<file path="config.mk">
export PLATFORM = sky130hd
export DESIGN_NAME = decoder_seq
export DESIGN_NICKNAME = d
export VERILOG_FILES = /design/src/rtl/decoder_pkg.sv /design/src/rtl/decoder_onehot.sv /design/src/rtl/decoder_seq.sv
export SDC_FILE = /design/constraint.sdc
export NUM_CORES = 1
export LEC_CHECK = 0
export CAP_MARGIN = 20
export CORE_AREA = 2 2 39 41
export CTS_CLUSTER_SIZE = 24
export DETAILED_ROUTE_END_ITERATION = 10
export DIE_AREA = 0 0 41 43
export SLEW_MARGIN = 20
export SYNTH_ARGS = -nofsm -noshare
export SYNTH_HDL_FRONTEND = slang
export SYNTH_HIERARCHICAL = 1
export SYNTH_SLANG_ARGS = --single-unit
</file>
<file path="constraint.sdc">
create_clock -name clk -period 2.6 [get_ports clk]
set_input_delay 0.39 -clock clk [delete_from_list [all_inputs] [get_ports clk]]
set_output_delay 0.39 -clock clk [all_outputs]
set_load 0.01 [all_outputs]
</file>
<file path="src/rtl/decoder_pkg.sv">
// Shared types and helpers for the registered one-hot decoder / sequencer.
package decoder_pkg;

  // Sequencer states; encoding is fixed so other logic can decode it directly.
  typedef enum logic [1:0] {
    IDLE   = 2'd0,
    DIRECT = 2'd1,
    SCAN   = 2'd2
  } state_e;

  // Largest supported select width; 2^6 = 64 output lines.
  localparam int MAX_N = 6;

  // Ceiling log2 for elaboration-time sizing (clog2(1) = 0).
  function automatic int clog2(input int value);
    int r;
    r = 0;
    for (int i = 0; i < 31; i++) begin
      if ((1 << i) < value) r = i + 1;
    end
    return r;
  endfunction

  // Decode of idx into a 2^n-bit one-hot vector, zero-extended to 64 bits.
  function automatic logic [63:0] onehot(input logic [5:0] idx, input int n);
    logic [63:0] mask;
    mask = (n >= MAX_N) ? {64{1'b1}} : ((64'd1 << n) - 64'd1);
    return (64'd1 << idx) & mask;
  endfunction

endpackage

</file>
<file path="src/rtl/decoder_onehot.sv">
// Combinational N-to-2^N line decoder with selectable output polarity.
module decoder_onehot #(
  parameter int N          = 2,
  parameter int ACTIVE_LOW = 0
) (
  input  logic [N-1:0]      sel,
  output logic [2**N-1:0]   lines
);

  localparam int   W   = 2**N;
  localparam logic POL = (ACTIVE_LOW != 0);

  // One comparator per line; polarity applied by XOR so the active line is
  // the only one that differs from its neighbours.
  for (genvar gi = 0; gi < W; gi++) begin : g_line
    localparam logic [N-1:0] LINE_IDX = N'(gi);
    assign lines[gi] = (sel == LINE_IDX) ^ POL;
  end

endmodule

</file>
<file path="src/rtl/decoder_seq.sv">
// Registered one-hot decoder with DIRECT (hold loaded index) and SCAN
// (walk all lines with a programmable dwell) modes.
module decoder_seq
  import decoder_pkg::*;
#(
  parameter int N          = 2,
  parameter int DWELL      = 1,
  parameter int ACTIVE_LOW = 0
) (
  input  logic              clk,
  input  logic              rst_n,
  input  logic              en,
  input  logic              mode,
  input  logic              load,
  input  logic [N-1:0]      in,
  output logic [2**N-1:0]   out,
  output logic [N-1:0]      idx,
  output logic              valid,
  output logic              wrap
);

  localparam int W  = 2**N;
  // Counter is at least one bit wide even when DWELL = 1 (then it stays 0).
  localparam int CW = (clog2(DWELL) < 1) ? 1 : clog2(DWELL);

  localparam logic [CW-1:0] CNT_LAST = CW'(DWELL - 1);
  localparam logic [N-1:0]  IDX_LAST = {N{1'b1}};
  localparam logic [W-1:0]  OUT_IDLE = (ACTIVE_LOW != 0) ? {W{1'b1}} : {W{1'b0}};

  state_e          state_q, state_d;
  logic [N-1:0]    idx_q,   idx_d;
  logic [CW-1:0]   cnt_q,   cnt_d;
  logic            valid_q, valid_d;
  logic            wrap_q,  wrap_d;
  logic [W-1:0]    out_q,   out_d;
  logic [W-1:0]    dec_lines;

  // Decode the next index so out lands in the same edge as idx.
  decoder_onehot #(
    .N          (N),
    .ACTIVE_LOW (ACTIVE_LOW)
  ) u_decode (
    .sel   (idx_d),
    .lines (dec_lines)
  );

  // Next-state, index, dwell counter and output computation.
  always_comb begin
    state_d = state_q;
    idx_d   = idx_q;
    cnt_d   = cnt_q;
    wrap_d  = 1'b0;

    if (!en) begin
      // Disable wins over everything; idx is kept for when we resume.
      state_d = IDLE;
      cnt_d   = '0;
    end else begin
      case (state_q)
        IDLE: begin
          state_d = mode ? SCAN : DIRECT;
          cnt_d   = '0;
          if (load) idx_d = in;
        end
        DIRECT: begin
          if (load) idx_d = in;
          if (mode) begin
            state_d = SCAN;
            cnt_d   = '0;
          end
        end
        SCAN: begin
          if (!mode) begin
            // Leaving scan freezes idx (or takes a simultaneous load).
            state_d = DIRECT;
            cnt_d   = '0;
            if (load) idx_d = in;
          end else if (load) begin
            // A load restarts the dwell and pre-empts this edge's step.
            idx_d = in;
            cnt_d = '0;
          end else if (cnt_q == CNT_LAST) begin
            idx_d  = idx_q + 1'b1;
            cnt_d  = '0;
            wrap_d = (idx_q == IDX_LAST);
          end else begin
            cnt_d = cnt_q + 1'b1;
          end
        end
        default: begin
          state_d = IDLE;
          cnt_d   = '0;
        end
      endcase
    end

    valid_d = (state_d != IDLE);
    out_d   = valid_d ? dec_lines : OUT_IDLE;
  end

  // State and output registers with asynchronous active-low reset.
  always_ff @(posedge clk or negedge rst_n) begin
    if (!rst_n) begin
      state_q <= IDLE;
      idx_q   <= '0;
      cnt_q   <= '0;
      valid_q <= 1'b0;
      wrap_q  <= 1'b0;
      out_q   <= OUT_IDLE;
    end else begin
      state_q <= state_d;
      idx_q   <= idx_d;
      cnt_q   <= cnt_d;
      valid_q <= valid_d;
      wrap_q  <= wrap_d;
      out_q   <= out_d;
    end
  end

  assign out   = out_q;
  assign idx   = idx_q;
  assign valid = valid_q;
  assign wrap  = wrap_q;

endmodule

</file>
# After elaboration in Yosys (flattened, before gate mapping)

Index checks and enable logic that the tools add are counted.

Register bits: 11
Bits of input ports: 7
Output and inout port bits: 8
Word-level logic and storage cells: 42

Add/subtract/negate cells: 2
Equal/unequal tests: 7
Multiplexer cells: 23
Reductions and logical operators: 4

Operators with widths:

| cell                                                 | number |
|---|---|
| two-way mux 2 bit                                    | 9 |
| two-way mux 1 bit                                    | 10 |
| equality test 2 bit (second input constant)          | 4 |
| one-hot mux 2 bit (3 select lines)                   | 1 |
| equality test 2 x 1 -> 1 bit (second input constant) | 2 |
| zero test 2 bit                                      | 2 |
| two-way mux 4 bit                                    | 1 |
| one-hot mux 2 bit (2 select lines)                   | 1 |
| != test 3 bit (second input constant)                | 1 |
| adder 2 x 1 -> 2 bit (second input constant)         | 1 |
| one-hot mux 1 bit (2 select lines)                   | 1 |
| nonzero test 2 bit                                   | 1 |
| OR reduction 2 bit                                   | 1 |
| adder 1 bit (second input constant)                  | 1 |

# Longest topological paths before layout

Gate-level depths: netlist (run 1).

Word-level depth: 8
Mapped depth: 6
Mapped depth without buffers: 6

# Modules after synthesis

The synthesis (run 1) kept the hierarchy.

Modules (own cells, without submodules):

| module         | instances | cells an instance | area an instance (µm²) | sequential area each (µm²) |
|---|---|---|---|---|
| decoder_seq    | 1         | 33                | 416.6                  | 250.2 |
| decoder_onehot | 1         | 4                 | 26.3                   | 0.0 |

# Least setup slack after synthesis (run 1)

No wires, ideal clock.

Path type: register to register
From: reg idx_q[0], in the netlist idx[0]
To: reg out_q[1], in the netlist out[1]
Data arrival time: 1,652 ps
Required time: 2,481 ps
Path slack: 829 ps
Cell stages (with the launch flop): 7
Buffers on the path: 0
Period minus slack after synthesis: 1,771 ps
Path through: dfrtp_1 ha_1 a31o_2 a21oi_2 a311oi_1 and2b_2 and2_1

Word-level cells in the longest chain between the ends: 8

RTL lines:

| what                               | line                 | text |
|---|---|---|
| start: declaration                 | decoder_seq.sv:31    | `logic [N-1:0] idx_q, idx_d;` |
| start signal: assignment           | decoder_seq.sv:112   | `idx_q <= idx_d;` |
| adder 2 x 1 -> 2 bit               | decoder_seq.sv:83    | `idx_d = idx_q + 1'b1;` |
| two-way mux 2 bit                  | decoder_seq.sv:82    | `end else if (cnt_q == CNT_LAST) begin` |
| two-way mux 2 bit                  | decoder_seq.sv:78    | `end else if (load) begin` |
| two-way mux 2 bit                  | decoder_seq.sv:73    | `if (!mode) begin` |
| one-hot mux 2 bit (2 select lines) | decoder_seq.sv:59    | `case (state_q)` |
| two-way mux 2 bit                  | decoder_seq.sv:54    | `if (!en) begin` |
| via idx_d[1]                       | decoder_seq.sv:31    |  |
| equality test 2 x 1 -> 1 bit       | decoder_onehot.sv:17 | `assign lines[gi] = (sel == LINE_IDX) ^ POL;` |
| via dec_lines[1]                   | decoder_seq.sv:36    | `logic [W-1:0] dec_lines;` |
| two-way mux 4 bit                  | decoder_seq.sv:98    | `out_d = valid_d ? dec_lines : OUT_IDLE;` |
| via out_d[1]                       | decoder_seq.sv:35    | `logic [W-1:0] out_q, out_d;` |
| end signal: assignment             | decoder_seq.sv:116   | `out_q <= out_d;` |
| end: declaration                   | decoder_seq.sv:35    |  |

The timed path passes the listed nets, and every way through them passes these cells.
A chain may end at the register's enable or synchronous reset.

# Worst setup path in the final report (run 1)

Same ends and word-level chain as after synthesis.

==> results of run 1 <==
## cells in the mapped netlist
master	n	area [um^2]
and2b_2	1	8.76
a31o_2	1	8.76
nor3_2	1	10.0
nor2_1	2	7.51
o41ai_1	1	8.76
nand2_1	3	11.3
and2_2	2	15.0
buf_6	1	11.3
dfrtp_1	10	250
a21oi_2	1	8.76
a311oi_1	1	8.76
o21ai_0	1	5.00
and2_1	5	31.3
a21boi_2	1	11.3
inv_1	1	3.75
a22o_1	1	8.76
ha_1	1	12.5
nor2b_1	2	12.5
or3b_1	1	8.76
## layer usage
layer | up-vias | routed length [um]
met5 | - | 0
met4 | 0 | 4
met3 | 2 | 40
met2 | 7 | 379
met1 | 151 | 319
li1 | 162 | -
## logic make-up after synthesis
| family | after synthesis | synth area share |
|---|---|---|
| flip-flops | 10 | 0.565 |
| AO/OA/AOI/OAI | 7 | 0.136 |
| AND/OR/NAND/NOR | 17 | 0.237 |
| adder cells (fa/ha/maj) | 1 | 0.0282 |
| buffers and inverters | 2 | 0.0339 |
## metrics by stage
| step | hold slack (ns) | area, um^2 | total power [mW] | util |
|---|---|---|---|---|
| 3_3_place_gp | 0.629 | 607 | 0.267 | 0.439 |
| 6_report | 0.439 | 629 | 0.364 | 0.455 |
| 4_1_cts | 0.447 | 629 | 0.374 | 0.455 |
| 3_5_place_dp | 0.611 | 607 | 0.267 | 0.439 |
| 2_1_floorplan | 0.0944 | 443 | 0.221 | - |
| 5_1_grt | 0.481 | 629 | 0.388 | 0.455 |
## registers in the layout (all words and copies together), names as in the netlist
| signal | cells |
|---|---|
| idx | 2 |
| out | 4 |
| state_q | 2 |
| valid | 1 |
| wrap | 1 |
## power by group
group	internal (mW)	total, mW	switching (mW)
clock network	0.0533	0.102	0.0485
registers	0.169	0.178	0.00894
logic	0.0509	0.0848	0.0340
total	0.273	0.364	0.0914
## worst max-delay path: stages (launching register included)
cell,delay (ns)
dfrtp_1,0.42
ha_1,0.33
a31o_2,0.17
a21oi_2,0.05
a311oi_1,0.22
buf_4,0.17
and2b_2,0.20
and2_1,0.12
## worst min-delay path by stage
| stage | endpoint |
|---|---|
| 2_1_floorplan | idx[0] |
| 3_3_place_gp | wrap |
| 3_5_place_dp | wrap |
| 4_1_cts | wrap |
| 5_1_grt | valid |
| 6_report | wrap |
## layout make-up
type                            count  area share
Inverter                            1     0.00596
Tap cell                           16      0.0318
Clock buffer                        3      0.0358
Timing Repair Buffer               16       0.247
Sequential cell                    10       0.398
Multi-Input combinational cell     25       0.282
==> impl_metrics.py, run 1 <==
metrics = {
    "status": {
        "outcome": "finished clean",
    },
    "place": {
        "hpwl_um": 573,
        "place_ws_ns": 0.547,
        "port_buffers": 14,
        "dp_cells": 68,
        "place_congestion": 0.790,
    },
    "clocking": {
        "path_clk_slew_ns": 0.06,
        "cts.sink_count": 10,
        "h-tree-depth": 1,
        "clock_latency_ns": 0.26,
        "post_cts_resized": 0,
        "cts_setup_buffers": 0,
        "postCtsHoldBufs": 0,
        "cts.path.max_buffers": 2,
        "cts_buffers": 3,
        "cts_tree": "yes",
        "clock-root-buffer": "clkbuf_4",
    },
    "final_layout": {
        "final_common_cell": "clkdlybuf4s50_1",
        "drive_above_1_share": 0.218,
        "final_cells": 71,
        "area_growth_pct": 42.1,
        "multi_input_area_um2": 178,
        "final_cell_mix": "clkdlybuf4s50_1, dfrtp_1, and2_1",
        "regArea_um2": 250,
        "layout.nets": 65,
        "fillers": 137,
        "diodes": 0,
    },
    "drt": {
        "via_count": 322,
        "wl_per_cell_um": 10.5,
        "viasPerCell": 4.54,
        "wl_um": 743,
        "dr.pass1.iters": 4,
        "drt_iter0_drc": 6,
        "drc_errors": 0,
        "ant_nets": 0,
    },
    "worst_setup_path": {
        "r2r_slack_ns": 0.81,
        "endpoint": "out[1]",
        "arrival_ns": 1.94,
        "critical_path.startpoint": "idx[0]",
        "worst_setup_path_end_kind": "flop",
        "path_class": "reg2reg",
        "rr_worst_depth": 7,
        "crit_required_ns": 2.75,
        "rr_startpoint": "idx[0]",
        "r2r_end": "out[1]",
        "crit_path_start_kind": "flop",
        "crit_fanout": 5,
    },
    "global_routing": {
        "gr-usage-met2": 0.144,
        "met1_usage": 0.126,
        "grtUsageMet3": 0.0314,
        "grt_max_degree": 11,
        "grt_overflow": 0,
        "grtUsageTotal": 0.106,
        "grt_pass1_wl_um": 1190,
        "antenna_found_initial": 0,
        "busiest_layer": "met2",
        "grt_pass1_vias": 287,
    },
    "run": {
        "maxCapViolations": 0,
    },
    "yosys": {
        "syn_nets": 45,
        "ys_seq_elements": 10,
        "netlist_instances": 37,
        "synth_warnings": 6,
        "synth.distinct_cells": 19,
        "ys_seq_area_frac": 0.565,
        "synth.avg_cell_area_um2": 12.0,
        "synthesis.area_um2": 443,
    },
    "pwr": {
        "irDropWorstVdd_mv": 0.283,
        "leakage_nw": 0.276,
        "p_per_area_nw_per_um2": 579,
    },
    "floorplan": {
        "rows": 14,
        "start_util": 0.320,
        "die_h_um": 43,
        "core-area_um2": 1380,
        "die-area_um2": 1760,
        "ios": 15,
        "dieWidth_um": 41,
    },
    "timing": {
        "setup_slack_ns": 0.811,
        "drv_slew": 0,
        "finalSetupTns_ns": 0,
        "tightest_slew_ns": 0.437,
        "slew_headroom": 0.708,
        "max_freq_mhz": 559,
        "hold_violations": 0,
        "finalSetupViolations": 0,
        "period_share": 0.688,
        "skew_ns": 0.00150,
        "grt_setup_unrepaired": "false",
        "finalWorstPathRequiredPeriod_ns": 1.79,
    },
    "worst_hold_path": {
        "hold_path.class": "in2async",
    },
}
(Power assumes the default switching activity.)
==> inputs of run 2 (changes only) <==
==> constraint.sdc (replaced) <==
create_clock -name clk -period 1.6 [get_ports clk]
set_input_delay 0.24 -clock clk [delete_from_list [all_inputs] [get_ports clk]]
set_output_delay 0.24 -clock clk [all_outputs]
set_load 0.01 [all_outputs]
==> run 2 against run 1 <==
The run now ends with setup timing left. Total power grew 91%. Clock-buffer cell count grew 1. Worst hold slack lost 0.15 ns. Via count grew 15%. Wire length grew 14%. Cell count grew 13%. Critical endpoint unchanged. Largest power group unchanged.
==> impl_metrics.py, run 2 (synthesis results as in run 1) <==
metrics = {
    "global_routing": {
        "gr-usage-met2": 0.213,
        "antenna_found_initial": 0,
        "grtUsageMet3": 0.0471,
        "grt_pass1_wl_um": 1430,
        "grtUsageTotal": 0.128,
        "busiest_layer": "met2",
        "grt_max_degree": 11,
        "met1_usage": 0.112,
        "grt_overflow": 0,
        "grt_pass1_vias": 394,
    },
    "place": {
        "dp_cells": 74,
        "dpl_cell_area_um2": 658,
        "place_ws_ns": -0.278,
        "port_buffers": 14,
        "hpwl_um": 644,
        "place_congestion": 0.799,
    },
    "floorplan": {
        "ios": 15,
        "dieWidth_um": 41,
        "rows": 14,
        "die-area_um2": 1760,
        "start_util": 0.320,
        "die_h_um": 43,
        "core-area_um2": 1380,
    },
    "final_layout": {
        "regArea_um2": 250,
        "fillers": 134,
        "finalInstanceArea_um2": 719,
        "diodes": 0,
        "final_cells": 80,
        "fin_util": 0.520,
        "largest_reg_flops": 4,
        "final_cell_mix": "clkdlybuf4s50_1, dfrtp_1, buf_4",
        "layout.nets": 73,
        "final_common_cell": "clkdlybuf4s50_1",
        "drive_above_1_share": 0.359,
        "area_growth_pct": 62.4,
        "multi_input_area_um2": 194,
    },
    "clocking": {
        "path_clk_slew_ns": 0.06,
        "clock-root-buffer": "clkbuf_4",
        "h-tree-depth": 1,
        "cts.sink_count": 10,
        "cts.path.max_buffers": 2,
        "cts_buffers": 3,
        "cts_tree": "yes",
        "clock_latency_ns": 0.26,
    },
    "worst_hold_path": {
        "hold_path.class": "in2async",
    },
    "status": {
        "violations": "setup timing",
        "outcome": "finished, violations left",
    },
    "timing": {
        "skew_ns": 0.00182,
        "finalWorstPathRequiredPeriod_ns": 1.65,
        "finalSetupViolations": 3,
        "period_share": 1.03,
        "drv_slew": 0,
        "grt_setup_unrepaired": "true",
        "tightest_slew_ns": 0.437,
        "max_freq_mhz": 605,
        "hold_violations": 0,
        "slew_headroom": 0.708,
        "setup_slack_ns": -0.0529,
    },
    "pwr": {
        "p_per_area_nw_per_um2": 968,
        "leakage_nw": 0.330,
        "irDropWorstVdd_mv": 0.360,
    },
    "drt": {
        "drt_iter0_drc": 9,
        "viasPerCell": 4.63,
        "ant_nets": 0,
        "via_count": 370,
        "dr.pass1.iters": 2,
        "wl_um": 849,
        "drc_errors": 0,
        "wl_per_cell_um": 10.6,
    },
    "worst_setup_path": {
        "r2r_slack_ns": -0.05,
        "critical-path-slowest-cell": "dfrtp_1",
        "max_stage_delay_ns": 0.38,
        "crit_path_start_kind": "flop",
        "crit_fanout": 4,
        "worst_setup_path_end_kind": "flop",
        "path_cells": "ha_1 -> a31o_2 -> a21oi_2 -> a311oi_2 -> and2b_2 -> and2_4",
        "arrival_ns": 1.81,
        "crit_required_ns": 1.75,
        "path_class": "reg2reg",
    },
    "run": {
        "maxCapViolations": 0,
    },
}
run 2: cell count changes in the layout (fill, tap and decap cells not counted), sizes merged:
| cell | before | now |
|---|---|---|
| clkbuf | 3 | 4 |
| buf | 2 | 10 |
run 2: cell type report:
type                    instances  area share
multi-input cells              25       0.270
clock buffers                   4      0.0504
inverters                       1     0.00522
repair buffers                 24       0.299
well taps                      16      0.0278
flip-flops and latches         10       0.348
run 2: routing by layer:
layer | routed length [um] | share of wire
met1 | 349 | 0.41
met3 | 52 | 0.061
met5 | 0 | 0
met2 | 438 | 0.52
met4 | 8 | 0.0094
run 2: report_power, final:
group / internal [mW] / total [mW] / leakage, nW / switching [mW]
sequential: 0.274 / 0.284 / 0.129 / 0.0104
combinational: 0.120 / 0.191 / 0.180 / 0.0716
clock: 0.138 / 0.221 / 0.0210 / 0.0827
run 2: worst max-delay path, delay by kind of cell (launching register included):
family,cells,cell delay (ns)
flops,1,0.38
fa+ha+maj,1,0.30
simple gates,2,0.38
compound gates,3,0.49
run 2: worst paths after layout:
path,startpoint,to,depth (start not counted)
setup / recovery,idx[0],out[1],6
min in group clk,mode,state_q[0],2
hold reg to reg,idx[1],wrap,3
setup reg to reg,idx[0],out[1],6
max in group asynchronous,rst_n,idx[0],1
hold / removal,rst_n,valid,1
run 2: metrics by stage:
step           TNS [ns]  hold WS, ns  total power, mW
2_1_floorplan   -0.0927      -0.0556            0.361
3_3_place_gp     -0.866        0.579            0.465
3_5_place_dp     -0.956        0.582            0.465
4_1_cts          -0.222        0.297            0.704
5_1_grt          -0.442        0.317            0.740
6_report        -0.0914        0.287            0.696
run 2: repair_timing:
action,4_1_cts,5_1_grt
hold buffers,0,0
pin swaps,4,2
setup buffers,2,0
endpoints found under the setup margin,1,4
gates resized for setup,0,2
==> inputs of run 3 (changes only) <==
--- a/config.mk
+++ b/config.mk
@@ -10,6 +10,8 @@
 export CTS_CLUSTER_SIZE = 24
 export DETAILED_ROUTE_END_ITERATION = 10
 export DIE_AREA = 0 0 41 43
+export RECOVER_POWER = 100
+export SKIP_LAST_GASP = 1
 export SLEW_MARGIN = 20
 export SYNTH_ARGS = -nofsm -noshare
 export SYNTH_HDL_FRONTEND = slang
==> run 3 against run 2 <==
Clock-buffer cell count is the same. The run still ends with setup timing left. Worst setup slack gained 0.0037 ns. First-iteration DRC count is the same. Largest power group unchanged. Non-clock buffer count is the same. Cell count is the same. Utilization shrank 0.18 points. Sequential power is essentially flat. Highest routed layer unchanged. Critical path type unchanged.
==> impl_metrics.py, run 3 (synthesis results as in run 1) <==
metrics = {
    "status": {
        "outcome": "finished, violations left",
        "violations": "setup timing",
    },
    "drt": {
        "drc_errors": 0,
        "viasPerCell": 4.59,
        "ant_nets": 0,
        "via_count": 367,
        "drt_iter0_drc": 9,
        "dr.pass1.iters": 2,
        "wl_um": 847,
        "wl_per_cell_um": 10.6,
    },
    "worst_setup_path": {
        "path_class": "reg2reg",
        "path_buf_inv": 0,
        "crit_path_start_kind": "flop",
        "path_depth": 6,
        "rr_worst_depth": 6,
        "arrival_ns": 1.80,
        "cpLargestDelayFamily": "compound AO/OA/AOI/OAI gates",
        "crit_fanout": 4,
        "crit_required_ns": 1.75,
        "worst_setup_path_end_kind": "flop",
        "path_cells": "ha_1 -> a31o_2 -> a21oi_2 -> a311oi_2 -> and2b_2 -> and2_1",
        "max_stage_delay_ns": 0.38,
        "critical-path-slowest-cell": "dfrtp_1",
    },
    "worst_hold_path": {
        "hold_path.class": "in2async",
    },
    "timing": {
        "slew_headroom": 0.707,
        "hold_violations": 0,
        "finalWorstPathRequiredPeriod_ns": 1.65,
        "drv_slew": 0,
        "skew_ns": 0.00204,
        "grt_setup_unrepaired": "true",
        "max_freq_mhz": 606,
        "tightest_slew_ns": 0.439,
        "finalSetupViolations": 3,
        "period_share": 1.03,
        "setup_slack_ns": -0.0492,
    },
    "final_layout": {
        "layout.nets": 73,
        "final_common_cell": "clkdlybuf4s50_1",
        "largest_reg_flops": 4,
        "diodes": 0,
        "multi_input_area_um2": 191,
        "regArea_um2": 250,
        "area_growth_pct": 61.9,
        "final_cell_mix": "clkdlybuf4s50_1, dfrtp_1, buf_4",
        "fin_util": 0.518,
        "drive_above_1_share": 0.344,
        "fillers": 132,
    },
    "clocking": {
        "clock_latency_ns": 0.26,
        "cts_tree": "yes",
        "path_clk_slew_ns": 0.06,
        "cts_buffers": 3,
        "cts.path.max_buffers": 2,
        "postCtsHoldBufs": 0,
        "h-tree-depth": 1,
        "clock-root-buffer": "clkbuf_4",
        "cts.sink_count": 10,
    },
    "place": {
        "place_congestion": 0.799,
        "port_buffers": 14,
        "place_ws_ns": -0.278,
        "hpwl_um": 644,
    },
    "floorplan": {
        "rows": 14,
        "core-area_um2": 1380,
        "dieWidth_um": 41,
        "ios": 15,
        "die-area_um2": 1760,
        "die_h_um": 43,
        "start_util": 0.320,
    },
    "global_routing": {
        "grtUsageTotal": 0.128,
        "grt_pass1_vias": 394,
        "grt_max_degree": 11,
        "grt_overflow": 0,
        "grt_pass1_wl_um": 1430,
        "antenna_found_initial": 0,
    },
    "pwr": {
        "p_per_area_nw_per_um2": 968,
        "power.total_uw": 694,
        "leakage_nw": 0.329,
        "combinationalPowerShare": 0.273,
        "p_switching_uw": 164,
        "intPower_uw": 530,
        "power.share.sequential": 0.410,
        "clkPwrFrac": 0.318,
        "swShare": 0.236,
        "irDropWorstVdd_mv": 0.359,
    },
    "run": {
        "maxCapViolations": 0,
    },
}
## run 3: cell types whose count changed in the layout (fill, tap and decap cells not counted)
cell	previous run	this run
clkdlybuf4s50_1	14	13
dlygate4sd3_1	0	1
and2_4	1	0
and2_1	4	5
## run 3: area by class of cell
type | instances | share of cell area
clock buffers | 4 | 0.0506
inverters | 1 | 0.00524
multi-input cells | 25 | 0.267
flip-flops and latches | 10 | 0.349
well taps | 16 | 0.0279
repair buffers | 24 | 0.300
## run 3: what timing repair did
item                       in CTS  in global routing
gates resized for setup         0                  1
setup buffers                   2                  0
pin swaps                       4                  2
setup endpoints to repair       1                  4
## run 3: routing by layer
layer  vias to the layer above  GRT usage  share of wire
li1                        180          -              -
met4                         0      0.107         0.0094
met5                         -          0              0
met3                         2     0.0471          0.061
met2                        12      0.213           0.52
met1                       173      0.112           0.41
## run 3: power by group through the flow
stage	sequential, mW	clock (mW)	combinational, mW
finish	0.284	0.220	0.189
global route	0.287	0.243	0.207
CTS	0.283	0.230	0.190
detailed placement	0.288	0	0.177
global placement	0.288	0	0.177
floorplan	0.301	0	0.0601
## run 3: per-stage QoR
stage,TNS (ns),hold slack [ns],instance area (um^2),instances
after floorplan,-0.0927,-0.0556,449,37
after global placement,-0.866,0.579,658,74
after detailed placement,-0.956,0.582,658,74
after CTS,-0.222,0.297,709,80
after global routing,-0.439,0.387,717,80
final,-0.0848,0.356,717,80
## run 3: worst paths after layout
path / from / to / slack (ns)
setup / recovery: idx[0] / out[1] / -0.05
hold / removal: rst_n / valid / 0.36
setup reg to reg: idx[0] / out[1] / -0.05
hold reg to reg: idx[1] / wrap / 0.66
max in group asynchronous: rst_n / idx[0] / 0.94
min in group clk: mode / state_q[0] / 0.61
## run 3: worst reg2reg max path, cell delays in order, from the launching register on
cell      delay, ns
dfrtp_1        0.38
ha_1           0.30
a31o_2         0.15
a21oi_2        0.05
a311oi_2       0.29
and2b_2        0.25
and2_1         0.12
